===== src/rtl/mmu_perm_ad_unit.sv =====
`default_nettype none
// ============================================================================
// Module   : mmu_perm_ad_unit
// Brief    : Sequential leaf-PTE permission check with software or hardware
//            managed Accessed/Dirty bits (PTE write-back with timeout).
// Revision : 1.0 - initial release
// ============================================================================
module mmu_perm_ad_unit #(
    parameter int PTE_W         = 32,
    parameter int PA_W          = 34,
    parameter bit USE_HW_SET_AD = 1'b0,
    parameter int TIMEOUT       = 255
) (
    input  logic             clk,
    input  logic             rst_n,
    input  logic             req_valid_i,
    output logic             req_ready_o,
    input  logic             req_user_i,
    input  logic [1:0]       req_acc_i,
    input  logic             req_mxr_i,
    input  logic             req_sum_i,
    input  logic [PTE_W-1:0] req_pte_i,
    input  logic [PA_W-1:0]  req_pte_addr_i,
    output logic             rsp_valid_o,
    input  logic             rsp_ready_i,
    output logic             rsp_allow_o,
    output logic [3:0]       rsp_fault_o,
    output logic [PTE_W-1:0] rsp_pte_o,
    output logic             mem_req_valid_o,
    input  logic             mem_req_ready_i,
    output logic [PA_W-1:0]  mem_addr_o,
    output logic [PTE_W-1:0] mem_wdata_o,
    input  logic             mem_rsp_valid_i,
    input  logic             mem_rsp_err_i
);

    localparam int              CNT_W       = $clog2(TIMEOUT + 1);
    localparam logic [CNT_W-1:0] TIMEOUT_CNT = CNT_W'(TIMEOUT);

    localparam logic [1:0] ACC_LOAD  = 2'd0;
    localparam logic [1:0] ACC_STORE = 2'd1;
    localparam logic [1:0] ACC_FETCH = 2'd2;
    localparam logic [1:0] ACC_ILL   = 2'd3;

    typedef enum logic [2:0] {
        S_IDLE     = 3'd0,
        S_CHECK    = 3'd1,
        S_WRITE    = 3'd2,
        S_WAIT_ACK = 3'd3,
        S_RESP     = 3'd4
    } state_t;

    state_t             state;
    state_t             state_next;

    logic               user;
    logic [1:0]         acc;
    logic               mxr;
    logic               sum;
    logic [PTE_W-1:0]   pte;
    logic [PA_W-1:0]    pte_addr;
    logic [PTE_W-1:0]   new_pte;
    logic [PTE_W-1:0]   rsp_pte;
    logic               allow;
    logic [3:0]         fault;
    logic [CNT_W-1:0]   cnt;

    logic [3:0]         perm_fault;
    logic               need_a;
    logic               need_d;
    logic [PTE_W-1:0]   upd_pte;
    logic [CNT_W-1:0]   cnt_inc;
    logic               timeout_hit;

    logic pv, pr, pw, px, pu, pa, pd;
    assign pv = pte[0];
    assign pr = pte[1];
    assign pw = pte[2];
    assign px = pte[3];
    assign pu = pte[4];
    assign pa = pte[6];
    assign pd = pte[7];

    // First matching condition wins; order encodes fault priority.
    always_comb begin
        perm_fault = 4'd0;
        if (acc == ACC_ILL)
            perm_fault = 4'd8;
        else if (!pv || (pw && !pr) || (!pr && !px))
            perm_fault = 4'd1;
        else if ((user && !pu) || (!user && pu && (acc == ACC_FETCH || !sum)))
            perm_fault = 4'd2;
        else if (acc == ACC_LOAD && !(pr || (mxr && px)))
            perm_fault = 4'd3;
        else if (acc == ACC_STORE && !pw)
            perm_fault = 4'd4;
        else if (acc == ACC_FETCH && !px)
            perm_fault = 4'd5;
    end

    always_comb begin
        need_a     = !pa;
        need_d     = (acc == ACC_STORE) && !pd;
        upd_pte    = pte;
        upd_pte[6] = 1'b1;
        if (acc == ACC_STORE)
            upd_pte[7] = 1'b1;
    end

    assign cnt_inc     = cnt + CNT_W'(1);
    assign timeout_hit = (cnt_inc == TIMEOUT_CNT);

    always_ff @(posedge clk or negedge rst_n) begin
        if (!rst_n)
            state <= S_IDLE;
        else
            state <= state_next;
    end

    always_comb begin
        state_next = state;
        case (state)
            S_IDLE:
                if (req_valid_i)
                    state_next = S_CHECK;
            S_CHECK:
                if (perm_fault == 4'd0 && (need_a || need_d) && USE_HW_SET_AD)
                    state_next = S_WRITE;
                else
                    state_next = S_RESP;
            S_WRITE:
                if (mem_req_ready_i)
                    state_next = S_WAIT_ACK;
            S_WAIT_ACK:
                if (mem_rsp_valid_i || timeout_hit)
                    state_next = S_RESP;
            S_RESP:
                if (rsp_ready_i)
                    state_next = S_IDLE;
            default:
                state_next = S_IDLE;
        endcase
    end

    always_ff @(posedge clk or negedge rst_n) begin
        if (!rst_n) begin
            user     <= 1'b0;
            acc      <= 2'd0;
            mxr      <= 1'b0;
            sum      <= 1'b0;
            pte      <= '0;
            pte_addr <= '0;
            new_pte  <= '0;
            rsp_pte  <= '0;
            allow    <= 1'b0;
            fault    <= 4'd0;
            cnt      <= '0;
        end else begin
            case (state)
                S_IDLE: begin
                    if (req_valid_i) begin
                        user     <= req_user_i;
                        acc      <= req_acc_i;
                        mxr      <= req_mxr_i;
                        sum      <= req_sum_i;
                        pte      <= req_pte_i;
                        pte_addr <= req_pte_addr_i;
                    end
                end
                S_CHECK: begin
                    new_pte <= upd_pte;
                    rsp_pte <= pte;
                    allow   <= 1'b0;
                    fault   <= 4'd0;
                    if (perm_fault != 4'd0)
                        fault <= perm_fault;
                    else if (!(need_a || need_d))
                        allow <= 1'b1;
                    else if (!USE_HW_SET_AD)
                        fault <= 4'd6;
                end
                S_WRITE: begin
                    if (mem_req_ready_i)
                        cnt <= '0;
                end
                S_WAIT_ACK: begin
                    cnt <= cnt_inc;
                    // A completion arriving with the final count beats the timeout.
                    if (mem_rsp_valid_i) begin
                        if (mem_rsp_err_i) begin
                            fault <= 4'd7;
                            allow <= 1'b0;
                        end else begin
                            fault   <= 4'd0;
                            allow   <= 1'b1;
                            rsp_pte <= new_pte;
                        end
                    end else if (timeout_hit) begin
                        fault <= 4'd7;
                        allow <= 1'b0;
                    end
                end
                default: ;
            endcase
        end
    end

    assign req_ready_o     = (state == S_IDLE);
    assign rsp_valid_o     = (state == S_RESP);
    assign rsp_allow_o     = allow;
    assign rsp_fault_o     = fault;
    assign rsp_pte_o       = rsp_pte;
    assign mem_req_valid_o = (state == S_WRITE);
    assign mem_addr_o      = pte_addr;
    assign mem_wdata_o     = new_pte;

endmodule
`default_nettype wire

===== config.mk =====
export PLATFORM = sky130hd
export DESIGN_NAME = mmu_perm_ad_unit
export DESIGN_NICKNAME = d
export VERILOG_FILES = /design/src/rtl/mmu_perm_ad_unit.sv
export SDC_FILE = /design/constraint.sdc
export NUM_CORES = 1
export LEC_CHECK = 0
export BUFFER_PORTS_ARGS = -buffer_cell sky130_fd_sc_hd__buf_2
export CORE_ASPECT_RATIO = 0.7
export CORE_MARGIN = 5
export CORE_UTILIZATION = 35
export CTS_CLUSTER_SIZE = 28
export DETAILED_ROUTE_END_ITERATION = 12
export PLACE_DENSITY = 0.61
export SLEW_MARGIN = 20
export SYNTH_ARGS = -nofsm -noshare
export SYNTH_HDL_FRONTEND = slang
export SYNTH_SLANG_ARGS = --single-unit

===== constraint.sdc =====
create_clock -name clk -period 1.9 [get_ports clk]
set_clock_uncertainty 0.05 [all_clocks]
set_input_delay 0.38 -clock clk [delete_from_list [all_inputs] [get_ports clk]]
set_output_delay 0.38 -clock clk [all_outputs]
set_load 0.01 [all_outputs]

Word level (Yosys, flattened, before mapping)
Cells that the tools add are included.

word-level totals
  flip-flop bits (word level) = 151
  word-level logic and storage cells = 94
  input bits = 78

cells by class
  add/subtract/negate cells = 1
  reductions and logical operators = 37
  equality and inequality tests = 15
  mux-type cells = 29

operators with widths
  kind                                                    number
  2-to-1 mux 32 bit                                       2
  one-hot mux 32 bit (2 select lines)                     1
  2-to-1 mux 3 bit                                        11
  2-to-1 mux 4 bit                                        4
  one-hot mux 8 bit (2 select lines)                      1
  one-hot mux 3 bit (5 select lines)                      1
  logical AND 1 bit                                       10
  zero test 1 bit                                         10
  adder 8 x 1 -> 8 bit (second input constant)            1
  == test 8 bit (second input constant)                   1
  2-to-1 mux 8 bit                                        1
  inequality test 2 bit (second input constant)           4
  one-hot mux 4 bit (2 select lines)                      1
  logical OR 1 bit                                        7
  == test 3 x 2 -> 1 bit (second input constant)          2
  2-to-1 mux 1 bit                                        6
  AND reduction 2 bit                                     3
  == test 2 bit (second input constant)                   2
  inequality test 2 x 1 -> 1 bit (second input constant)  2
  AND reduction 4 bit                                     1
  nonzero test 2 bit                                      2
  nonzero test 4 bit                                      1
  == test 3 x 1 -> 1 bit (second input constant)          1
  == test 3 bit (second input constant)                   1
  other kinds (6)                                         6

Logic depth before layout (Yosys ltp)
  depth in word-level cells = 11
  mapped depth = 7
  depth with buffers taken out = 6

Worst setup path after synthesis
Ideal clock, no wire load.

  path type = register to register
  start point = register state[1]
  end point = register pte_addr[14] (netlist: mem_addr_o[14])
  period minus slack after synthesis = 1.966 ns
  slack = -0.066 ns
  arrival = 1.792 ns
  cell stages (with the launch flop) = 7
  path through = dfrtp_1 > clkbuf_1 > nor3_1 > and2_1 > buf_2 > buf_2 > mux2_2

on the way
  cells in the longest elaborated chain, start to end = 2

ends and longest elaborated chain
  item                           line  RTL
  start, declared                53    state_t state;
  start signal, assigned         117   state <= state_next;
  zero test 3 bit                -
  named net req_ready_o          17    output logic req_ready_o,
  AND reduction 2 bit (no line)  -
  end signal, assigned           167   pte_addr <= req_pte_addr_i;
  end, declared                  61    logic [PA_W-1:0] pte_addr;

The timed path passes the listed nets, and every way through them passes these cells.
A chain may end at the register's enable or synchronous reset.

Worst setup path in the final report
  start point = register cnt[1]
  end point = register fault[0] (netlist: rsp_fault_o[0])

on the way
  cells in the longest elaborated chain, start to end = 4

ends and longest elaborated chain
  item                             line  RTL
  start, declared                  66    logic [CNT_W-1:0] cnt;
  start signal, assigned           187   cnt <= cnt_inc;
  adder 8 x 1 -> 8 bit             110   assign cnt_inc = cnt + CNT_W'(1);
  == test 8 bit                    111   assign timeout_hit = (cnt_inc == TIMEOUT_CNT);
  inequality test 3 bit (no line)  -
  AND reduction 2 bit (no line)    -
  end signal, assigned             176   fault <= perm_fault;
  end, declared                    65    logic [3:0] fault;

No other way between the ends.

==> flow_summary.toml <==
[layout]
area_growth_pct = 32.46
regArea_mm2 = 0.003780
multi_input_area_mm2 = 0.002371
final_common_cell = "buf_2"
final_area_mm2 = 0.008297
nets = 795
fill_cells = 1576
layout-drive-gt1-share_pct = 48.49
final_cell_mix = "buf_2, dfrtp_1, mux2_2"
fin_util_pct = 47.77
diodes = 0

[worst_setup_path]
r2r_end = "rsp_fault_o[0]"
r2r_slack_ns = 0.03
crit_arrival_ns = 2.15
crit_path_start = "cnt[1]"
rr_worst_depth = 6
crit_end = "rsp_fault_o[0]"
critPathMaxFanout = 4
crit_required_ns = 2.18
crit_path_end_kind = "flip-flop"
r2r_start = "cnt[1]"
critPathLaunchType = "flip-flop"
critical_path_class = "flip-flop to flip-flop"

[detailed_routing]
wirelength_um = 15870
drcViolationCount = 0
first_pass_iters = 4
drt_iter0_drc = 384
vias_per_cell = 4.945
post_drt_wl_per_cell_um = 16.55
ant_nets = 0
dr_total_vias = 4742

[cts]
clock_sinks = 151
clock_path_buffers = 2
cts_buffers = 17
worstSkewPairLatency_ns = 0.41
cts_root_buf = "clkbuf_16"
cts.htree.levels = 4
clk_pin_slew_ns = 0.06
cts_tree = "done"

[die]
chipWidth_um = 169.9
fp-row-count = 40
core_area_mm2 = 0.01737
chipHeight_um = 121.9
io_pins = 184
die-area_mm2 = 0.02071
start_util_pct = 36.07

[grt]
grt-ovfl-total = 0
grt_antenna_before_repair = 2
grt_use_total_pct = 15.35
grt_pass1_vias = 4944
grt_max_degree = 60
grt_pass1_wl_um = 25100

[power]
p_per_area_mw_per_mm2 = 1823
p_leak_uw = 0.003779
power_uw = 15130
ir_worst_vdd_uv = 722.9

[yosys]
synth_top_cell_by_area = "dfrtp_1"
yosysWarnings = 0
synthFlopType = "dfrtp_1"
yosysSeqAreaShare_pct = 60.33
ys_seq_elements = 151
netlist_instances = 518
synth.avg_cell_area_um2 = 12.09
synthTopCellsByArea = "dfrtp_1, mux2_2, nand2_1, a31oi_1, nor2_1"
syn_area_mm2 = 0.006264
netlist.area_leader.share_pct = 60.33
synth-edff-count = 0
ys_types = 42
syn_nets = 598
async_flop_share_pct = 100.0

[sta]
maxSlewViolCount = 0
hold_viol = 0
fin_crit_sh_pct = 98.33
setup_violations = 0
worstMarginPinSlew_ns = 0.3616
fin_crit_ns = 1.868
whs_ns = 0.1318
fmax_mhz = 535.2
rsz0062_at_grt = "yes"
slew_headroom_pct = 75.90

[placed_design]
dp_hpwl_um = 11060
io_buffers = 183
place_area_mm2 = 0.007590
routabilityCongestion = 0.8043

[flow_run]
drv_cap = 0

[min_path]
min_path_type = "input pin to flip-flop"

[outcome]
outcome = "complete, no violations"
==> critical path: stages (launching register included) <==
cell	delay [ns]
dfrtp_1	0.41
ha_2	0.23
nand3_1	0.10
xor2_1	0.15
a211o_1	0.27
or3_4	0.38
a22oi_2	0.19
==> logic make-up (layout without fill, tap and decap cells) <==
family	Yosys count	in the layout	synth area share, %
and+or+nand+nor	152	152	10.47
DFF	151	151	60.33
muxes	99	99	17.80
AOI/OAI and AO/OA	70	70	7.092
buffers and inverters	36	246	2.796
xor gates and xnor gates	8	8	1.119
adders and majority gates	2	2	0.3995
==> worst min path at each step <==
stage | cells past startpoint | start | slack (ns) | to
after floorplan | 0 | rst_n | 0.03 | acc[0]
after global placement | 1 | rst_n | 0.25 | mem_addr_o[0]
after global routing | 3 | req_pte_i[2] | 0.11 | pte[2]
after detailed placement | 1 | rst_n | 0.26 | mem_addr_o[0]
after CTS | 3 | req_pte_i[2] | 0.11 | pte[2]
final | 3 | req_pte_i[2] | 0.13 | pte[2]
==> power by group <==
part	switching [uW]	leakage, uW	total (uW)	internal (uW)
Clock	1350	0.000315	3640	2290
Sequential	1080	0.00176	5890	4810
Combinational	2750	0.00170	5600	2850
Total	5180	0.00378	15100	9950
==> what timing repair did <==
item,CTS,global route
setup buffers,1,1
hold endpoints to repair,35,0
setup endpoints to repair,5,7
hold buffers,1,0
pin swaps,1,5
resized for setup,2,7
==> metrics by stage <==
stage	TNS, ns	worst slack [ns]	std cells
CTS	0	0.01653	958
floorplan	0	0.01022	518
global placement	0	0.01809	924
detailed placement	-0.1855	-0.05924	924
global route	-0.03808	-0.02213	959
finish	0	0.03166	959
==> layer usage <==
layer | GRT usage [%] | vias to the layer above | part of all wire (%)
li1 | - | 2196 | -
met4 | 5.137 | 4 | 1.5
met5 | 0 | - | 0.088
met3 | 5.936 | 28 | 8.3
met2 | 25.02 | 157 | 48
met1 | 18.84 | 2357 | 42
==> synth_stat cells (3+ instances only) <==
library cell and number:
a22oi_1 3, clkbuf_1 18, buf_2 7, dfrtp_1 151, xnor2_1 3, o211ai_1 3
o21ai_0 11, nor3_1 4, nor2b_1 6, a211oi_1 4, nand2b_1 5, mux2_2 99
nor2_1 50, and2_1 3, xor2_1 5, a21oi_1 7, inv_1 6, a31oi_1 34
nand3_1 3, nand2_1 70
==> registers in the layout, summed over array words and instances, names as in the netlist <==
| name | flops |
|---|---|
| mem_addr_o | 34 |
| mem_wdata_o | 32 |
| pte | 32 |
| rsp_pte_o | 32 |
| cnt | 8 |
| rsp_fault_o | 4 |
| state | 3 |
| acc | 2 |
| mxr | 1 |
| rsp_allow_o | 1 |
| sum | 1 |
| user | 1 |
==> layout make-up <==
type	count	share of cell area, %
inverters	6	0.2715
multi-input cells	331	28.58
flip-flops and latches	151	45.56
well taps	231	3.484
clock inverters	13	2.338
clock buffers	19	5.459
repair buffers	208	14.31
Power figures use the tool's default switching activity.
